### src/rtl/calc_pkg.sv
// Shared constants and types for the calc port response tracker.
package calc_pkg;

    localparam int unsigned ENV_CMD_SIZE  = 4;
    localparam int unsigned ENV_DATA_SIZE = 32;
    localparam int unsigned LAT_W         = 10;
    localparam int unsigned TAG_W         = 2;
    localparam int unsigned NUM_TAGS      = 4;

    typedef enum logic [1:0] {
        RESP_NONE = 2'd0,
        RESP_OK   = 2'd1,
        RESP_ERR  = 2'd2,
        RESP_BAD  = 2'd3
    } resp_e;

    typedef enum logic [ENV_CMD_SIZE-1:0] {
        NOP = 4'd0,
        ADD = 4'd1,
        SUB = 4'd2,
        SHL = 4'd5,
        SHR = 4'd6
    } cmd_e;

    typedef enum logic {
        SLOT_FREE    = 1'b0,
        SLOT_PENDING = 1'b1
    } slot_state_e;

    // One completion record as seen on the done_* outputs.
    typedef struct packed {
        logic [ENV_CMD_SIZE-1:0]  cmd;
        logic [TAG_W-1:0]         tag;
        logic [1:0]               resp;
        logic [ENV_DATA_SIZE-1:0] data;
        logic [LAT_W-1:0]         latency;
    } done_rec_t;

endpackage

### src/rtl/calc_tag_slot.sv
// One tag slot: FREE/PENDING state, stored command and saturating age.
module calc_tag_slot
    import calc_pkg::*;
#(
    parameter int unsigned CMD_W = 4,
    parameter int unsigned AGE_W = 10
) (
    input  logic             clk_i,
    input  logic             reset_i,
    input  logic             alloc_i,
    input  logic             free_i,
    input  logic             timeout_hit_i,
    input  logic [CMD_W-1:0] cmd_i,
    output logic             pending_o,
    output logic [CMD_W-1:0] cmd_o,
    output logic [AGE_W-1:0] age_o
);

    slot_state_e      state_q, state_d;
    logic [CMD_W-1:0] cmd_q, cmd_d;
    logic [AGE_W-1:0] age_q, age_d;

    // Slot state register with synchronous reset.
    always_ff @(posedge clk_i) begin
        if (reset_i) begin
            state_q <= SLOT_FREE;
            cmd_q   <= '0;
            age_q   <= '0;
        end else begin
            state_q <= state_d;
            cmd_q   <= cmd_d;
            age_q   <= age_d;
        end
    end

    // Allocation wins over free so a same-cycle completion can be reused at once;
    // a slot sitting at its timeout holds its age until the arbiter drains it.
    always_comb begin
        state_d = state_q;
        cmd_d   = cmd_q;
        age_d   = age_q;
        unique case (state_q)
            SLOT_FREE: begin
                if (alloc_i) begin
                    state_d = SLOT_PENDING;
                    cmd_d   = cmd_i;
                    age_d   = AGE_W'(1);
                end
            end
            SLOT_PENDING: begin
                if (alloc_i) begin
                    cmd_d = cmd_i;
                    age_d = AGE_W'(1);
                end else if (free_i) begin
                    state_d = SLOT_FREE;
                    age_d   = '0;
                end else if (!timeout_hit_i && (age_q != '1)) begin
                    age_d = age_q + AGE_W'(1);
                end
            end
            default: state_d = SLOT_FREE;
        endcase
    end

    assign pending_o = (state_q == SLOT_PENDING);
    assign cmd_o     = cmd_q;
    assign age_o     = age_q;

endmodule

### src/rtl/calc_resp_tracker.sv
// Passive per-port tracker: pairs DUT responses with tagged commands,
// times out lost ones and emits one registered completion per command.
module calc_resp_tracker #(
    parameter int unsigned ENV_CMD_SIZE  = calc_pkg::ENV_CMD_SIZE,
    parameter int unsigned ENV_DATA_SIZE = calc_pkg::ENV_DATA_SIZE,
    parameter int unsigned TIMEOUT       = 100,
    parameter int unsigned LAT_W         = calc_pkg::LAT_W
) (
    input  logic                     PClk,
    input  logic                     reset,
    input  logic [ENV_CMD_SIZE-1:0]  req_cmd_in,
    input  logic [1:0]               req_tag_in,
    input  logic [1:0]               out_resp,
    input  logic [ENV_DATA_SIZE-1:0] out_data,
    input  logic [1:0]               out_tag,
    output logic                     done_valid,
    output logic [ENV_CMD_SIZE-1:0]  done_cmd,
    output logic [1:0]               done_tag,
    output logic [1:0]               done_resp,
    output logic [ENV_DATA_SIZE-1:0] done_data,
    output logic [LAT_W-1:0]         done_latency,
    output logic                     err_tag_reuse,
    output logic                     err_unexpected,
    output logic                     err_timeout,
    output logic                     err_bad_resp,
    output logic [2:0]               outstanding
);

    import calc_pkg::NUM_TAGS;
    import calc_pkg::TAG_W;
    import calc_pkg::RESP_NONE;
    import calc_pkg::RESP_BAD;

    logic [NUM_TAGS-1:0]     pending;
    logic [NUM_TAGS-1:0]     alloc;
    logic [NUM_TAGS-1:0]     free;
    logic [NUM_TAGS-1:0]     timeout_hit;
    logic [ENV_CMD_SIZE-1:0] slot_cmd [NUM_TAGS];
    logic [LAT_W-1:0]        slot_age [NUM_TAGS];

    logic                     resp_hit, to_found, to_emit, req_valid;
    logic [TAG_W-1:0]         to_idx;
    logic [NUM_TAGS-1:0]      next_pend;

    logic                     done_valid_q, done_valid_d;
    logic [ENV_CMD_SIZE-1:0]  done_cmd_q, done_cmd_d;
    logic [1:0]               done_tag_q, done_tag_d;
    logic [1:0]               done_resp_q, done_resp_d;
    logic [ENV_DATA_SIZE-1:0] done_data_q, done_data_d;
    logic [LAT_W-1:0]         done_lat_q, done_lat_d;
    logic                     err_reuse_q, err_reuse_d;
    logic                     err_unexp_q, err_unexp_d;
    logic                     err_to_q, err_to_d;
    logic                     err_bad_q, err_bad_d;
    logic [2:0]               outst_q, outst_d;

    for (genvar g = 0; g < NUM_TAGS; g++) begin : g_slot
        calc_tag_slot #(
            .CMD_W (ENV_CMD_SIZE),
            .AGE_W (LAT_W)
        ) u_slot (
            .clk_i         (PClk),
            .reset_i       (reset),
            .alloc_i       (alloc[g]),
            .free_i        (free[g]),
            .timeout_hit_i (timeout_hit[g]),
            .cmd_i         (req_cmd_in),
            .pending_o     (pending[g]),
            .cmd_o         (slot_cmd[g]),
            .age_o         (slot_age[g])
        );
    end

    // Response/timeout arbitration, slot control and next output record.
    always_comb begin
        resp_hit     = 1'b0;
        to_found     = 1'b0;
        to_emit      = 1'b0;
        to_idx       = '0;
        req_valid    = (req_cmd_in != '0);
        timeout_hit  = '0;
        free         = '0;
        alloc        = '0;
        next_pend    = '0;
        done_valid_d = 1'b0;
        done_cmd_d   = '0;
        done_tag_d   = '0;
        done_resp_d  = '0;
        done_data_d  = '0;
        done_lat_d   = '0;
        err_reuse_d  = 1'b0;
        err_unexp_d  = 1'b0;
        err_to_d     = 1'b0;
        err_bad_d    = (out_resp == RESP_BAD);
        outst_d      = '0;

        resp_hit    = (out_resp != RESP_NONE) && pending[out_tag];
        err_unexp_d = (out_resp != RESP_NONE) && !pending[out_tag];

        // Lowest pending tag at its limit, excluding one being answered now.
        for (int i = 0; i < NUM_TAGS; i++) begin
            timeout_hit[i] = pending[i] && (slot_age[i] == LAT_W'(TIMEOUT));
            if (timeout_hit[i] && !(resp_hit && (out_tag == TAG_W'(i))) && !to_found) begin
                to_found = 1'b1;
                to_idx   = TAG_W'(i);
            end
        end
        to_emit = to_found && !resp_hit;

        for (int i = 0; i < NUM_TAGS; i++) begin
            free[i] = (resp_hit && (out_tag == TAG_W'(i))) ||
                      (to_emit && (to_idx == TAG_W'(i)));
        end

        err_reuse_d = req_valid && pending[req_tag_in] && !free[req_tag_in];
        for (int i = 0; i < NUM_TAGS; i++) begin
            alloc[i]     = req_valid && (req_tag_in == TAG_W'(i)) && (!pending[i] || free[i]);
            next_pend[i] = alloc[i] || (pending[i] && !free[i]);
            outst_d      = outst_d + 3'(next_pend[i]);
        end

        if (resp_hit) begin
            done_valid_d = 1'b1;
            done_cmd_d   = slot_cmd[out_tag];
            done_tag_d   = out_tag;
            done_resp_d  = out_resp;
            done_data_d  = out_data;
            done_lat_d   = slot_age[out_tag];
        end else if (to_emit) begin
            done_valid_d = 1'b1;
            done_cmd_d   = slot_cmd[to_idx];
            done_tag_d   = to_idx;
            done_lat_d   = LAT_W'(TIMEOUT);
            err_to_d     = 1'b1;
        end
    end

    // Output registers; reset clears every record and flag.
    always_ff @(posedge PClk) begin
        if (reset) begin
            done_valid_q <= 1'b0;
            done_cmd_q   <= '0;
            done_tag_q   <= '0;
            done_resp_q  <= '0;
            done_data_q  <= '0;
            done_lat_q   <= '0;
            err_reuse_q  <= 1'b0;
            err_unexp_q  <= 1'b0;
            err_to_q     <= 1'b0;
            err_bad_q    <= 1'b0;
            outst_q      <= '0;
        end else begin
            done_valid_q <= done_valid_d;
            done_cmd_q   <= done_cmd_d;
            done_tag_q   <= done_tag_d;
            done_resp_q  <= done_resp_d;
            done_data_q  <= done_data_d;
            done_lat_q   <= done_lat_d;
            err_reuse_q  <= err_reuse_d;
            err_unexp_q  <= err_unexp_d;
            err_to_q     <= err_to_d;
            err_bad_q    <= err_bad_d;
            outst_q      <= outst_d;
        end
    end

    assign done_valid     = done_valid_q;
    assign done_cmd       = done_cmd_q;
    assign done_tag       = done_tag_q;
    assign done_resp      = done_resp_q;
    assign done_data      = done_data_q;
    assign done_latency   = done_lat_q;
    assign err_tag_reuse  = err_reuse_q;
    assign err_unexpected = err_unexp_q;
    assign err_timeout    = err_to_q;
    assign err_bad_resp   = err_bad_q;
    assign outstanding    = outst_q;

endmodule
### config.mk
export PLATFORM = sky130hd
export DESIGN_NAME = calc_resp_tracker
export DESIGN_NICKNAME = d
export VERILOG_FILES = /design/src/rtl/calc_pkg.sv /design/src/rtl/calc_tag_slot.sv /design/src/rtl/calc_resp_tracker.sv
export SDC_FILE = /design/constraint.sdc
export NUM_CORES = 1
export LEC_CHECK = 0
export CAP_MARGIN = 0
export CORE_ASPECT_RATIO = 1.25
export CORE_MARGIN = 2
export CORE_UTILIZATION = 53
export DETAILED_ROUTE_END_ITERATION = 10
export GPL_TIMING_DRIVEN = 0
export PLACE_DENSITY_LB_ADDON = 0.05
export SLEW_MARGIN = 5
export SYNTH_ARGS = -nofsm -noshare
export SYNTH_HDL_FRONTEND = slang
export SYNTH_SLANG_ARGS = --single-unit
### constraint.sdc
create_clock -name PClk -period 4.3 [get_ports PClk]
set_clock_uncertainty 0.2 [all_clocks]
set_input_delay 1.29 -clock PClk [delete_from_list [all_inputs] [get_ports PClk]]
set_output_delay 1.29 -clock PClk [all_outputs]
set_load 0.03 [all_outputs]
==> impl_metrics.py <==
metrics = {
    "outcome": {
        "status": "finished, final reports clean",
    },
    "worst_setup_path": {
        "endpoint_kind": "register",
        "required_ns": 4.38,
        "crit_slowest_cell": "clkdlybuf4s50_1",
        "cp.arrival_ns": 4.23,
        "path_class": "in2reg",
        "path_buf_inv": 1,
        "worstPathMaxFanout": 7,
        "worstReg2RegStart": "g_slot[0].u_slot.age_o[3]$_SDFFE_PP0P_",
        "cp_common_cell": "ha_1",
        "cp-startpoint": "out_tag[1]",
        "crit_chain": "clkdlybuf4s50_1, mux2_2, a2bb2oi_1, a31o_2, nand2_1, fa_1, ha_1, ha_1, nor2b_1",
        "slowest_delay_ns": 0.59,
        "start_kind": "input port",
        "crit_family": "adder cells",
    },
    "drt": {
        "viasPerCell": 6.19,
        "vias": 5316,
        "dr.pass1.iters": 5,
        "drt_iter0_markers": 558,
        "wl_per_cell_um": 18.7,
        "drtAntennaViolNets": 0,
        "drc": 0,
        "drt_wl_total_um": 16100,
    },
    "floorplan": {
        "coreArea_um2": 10200,
        "dieArea_um2": 11400,
        "die_w_um": 95.8,
        "std_cell_rows": 41,
        "initial_core_util_pct": 54.9,
        "die_h_um": 119,
        "io-pin-count": 102,
    },
    "final_layout": {
        "final_common_cell": "dfxtp_1",
        "syn_to_final_growth_pct": 31.1,
        "design_area_um2": 7320,
        "fin_util_pct": 72.0,
        "area.sequential_um2": 2360,
        "insertedDiodeCount": 0,
        "nFillCells": 809,
        "layout_common_cells": "dfxtp_1 (118), clkdlybuf4s50_1 (100), a21oi_1 (51)",
        "multi_input_area_um2": 3020,
        "nets": 773,
        "drive_gt1_share_pct": 10.4,
    },
    "pwr": {
        "ir_drop_mv": 0.280,
        "p_leak_uw": 0.00280,
        "power_density_nw_per_um2": 383,
    },
    "synthesis": {
        "yosys.area.top_type_share_pct": 42.3,
        "ys.warnings.count": 0,
        "ys_seq_elements": 118,
        "synthFlopType": "dfxtp_1",
        "ys_seq_area_share_pct": 42.3,
        "synthArstFlopShare_pct": 0,
        "netlist_instances": 596,
        "yosysUniqueCellTypes": 82,
        "syn_area_per_cell_um2": 9.36,
        "netlist_area_um2": 5580,
        "synth_edf_count": 0,
        "syn-num-nets": 651,
        "yosysTopAreaCell": "dfxtp_1",
        "ys_top_cells_by_area": "dfxtp_1 (42%), and3_1 (5.4%), mux4_2 (5.2%)",
    },
    "clocking": {
        "clkTransAtPathRegs_ns": 0.05,
        "cts_buffers": 17,
        "cts.sinks": 118,
        "root_buffer": "clkbuf_16",
        "clock_latency_ns": 0.41,
        "htreeDepth": 4,
        "max-clock-path-buffers": 2,
        "cts_tree": "done",
        "cts_hold_buf": 0,
    },
    "timing": {
        "max_slew_margin_pct": 35.3,
        "fin_crit_sh_pct": 96.5,
        "rsz0062_at_grt": "false",
        "max_freq_ghz": 0.241,
        "setup_violations": 0,
        "slew_viol_final": 0,
        "hold_viol": 0,
        "finalCriticalPeriod_ns": 4.15,
        "worst_pin_slew_ns": 0.962,
        "worst_hold_slack_ns": 0.279,
    },
    "global_route": {
        "grt_max_degree": 17,
        "grt_util_met3_pct": 5.67,
        "grt_remaining_overflow": 0,
        "grt.busiest_layer": "met2",
        "grt_use_total_pct": 29.0,
        "grt_pass1_vias": 5030,
        "antenna_found_initial": 0,
        "grt_pass1_wl_um": 25400,
        "use_met1_pct": 34.7,
        "use_met2_pct": 48.2,
    },
    "worst_hold_path": {
        "min-delay-start": "g_slot[0].u_slot.cmd_o[3]$_SDFFE_PP0P_",
        "hold_class": "reg2reg",
    },
    "placement": {
        "routabilityCongestion": 0.952,
        "dp_hpwl_um": 12000,
        "placed_area_um2": 6740,
        "io_buffers": 100,
    },
    "flow_run": {
        "cap_violations": 0,
    },
}
[worst register-to-register path: stages (launching register included)]
cell      delay [ns]
dfxtp_1         0.36
or4_1           0.59
or4_1           0.54
o211ai_2        0.25
clkbuf_4        0.25
nand2_1         0.10
fa_1            0.51
ha_1            0.22
ha_1            0.26
nor2b_1         0.12
[report_power, final]
group,switching (uW),total (uW),internal [uW]
Combinational,204,351,146
Sequential,22.7,1150,1130
Clock,482,1300,815
Total,709,2800,2090
[Yosys cell counts (3+ instances only)]
library cell,instances
nand4_1,9
a211o_1,3
a31oi_1,4
dfxtp_1,118
nor3_1,5
a211oi_1,3
o2111ai_1,5
ha_1,10
mux2i_1,16
mux4_2,13
or3b_1,4
o21a_1,4
nor2b_1,5
nand2b_1,4
nor2_1,36
nand2_1,36
or3_1,17
inv_1,17
or4_1,9
nand3_1,26
xor2_1,6
clkbuf_1,22
and3_1,48
and4_1,5
buf_2,5
o31ai_1,4
o21ai_1,7
a221oi_1,3
and2_1,5
a21oi_1,51
o21ai_0,32
nor4_1,5
[layout make-up]
class                           count  share of cell area (%)
Sequential cell                   118                    32.3
Timing Repair Buffer              103                    14.0
Clock buffer                       22                    6.34
Inverter                           17                   0.872
Buffer                             31                    1.95
Tap cell                          129                    2.21
Clock inverter                      9                    1.08
Multi-Input combinational cell    430                    41.3
[stage by stage]
stage	cells	setup slack (ns)	power, uW	TNS, ns
2_1_floorplan	596	0.344	1370	0
3_3_place_gp	825	-0.638	1510	-1.72
3_5_place_dp	825	-0.635	1520	-1.75
4_1_cts	858	0.110	2810	0
5_1_grt	859	0.00547	2890	0
6_report	859	0.149	2800	0
[sequential cells by signal, summed over array words and instances (netlist names), 2 cells and up]
register                 cells
done_cmd                     4
done_data                   32
done_latency                10
done_resp                    2
done_tag                     2
g_slot.u_slot.age_o         40
g_slot.u_slot.cmd_o         16
g_slot.u_slot.pending_o      4
outstanding                  3
[final timing paths]
path	to	slack, ns	cells after the start
setup reg to reg	outstanding[1]$_SDFF_PP0_	0.75	9
hold / removal	g_slot[0].u_slot.cmd_o[3]$_SDFFE_PP0P_	0.28	2
hold reg to reg	g_slot[0].u_slot.cmd_o[3]$_SDFFE_PP0P_	0.28	2
setup / recovery	outstanding[1]$_SDFF_PP0_	0.15	9
[cell families after synthesis]
logic type / count (synthesis) / synth area share, %
fa+ha+maj: 11 / 2.60
mux: 31 / 8.79
compound gates: 151 / 18.4
xor+xnor: 6 / 0.942
buf+inv: 48 / 3.61
simple gates: 231 / 23.3
flops: 118 / 42.3
[what timing repair did]
item / CTS / global route
gates resized for setup: 1 / 3
setup endpoints to repair: 3 / 1
buffers inserted: 2 / 1
pin swaps: 2 / 1
[per-layer routing]
metal | wire length, um | up-vias
met4 | 718 | 0
li1 | - | 2489
met1 | 6240 | 2500
met5 | 0 | -
met3 | 1290 | 52
met2 | 7840 | 275
No activity file was read; power rests on OpenSTA's default activity.
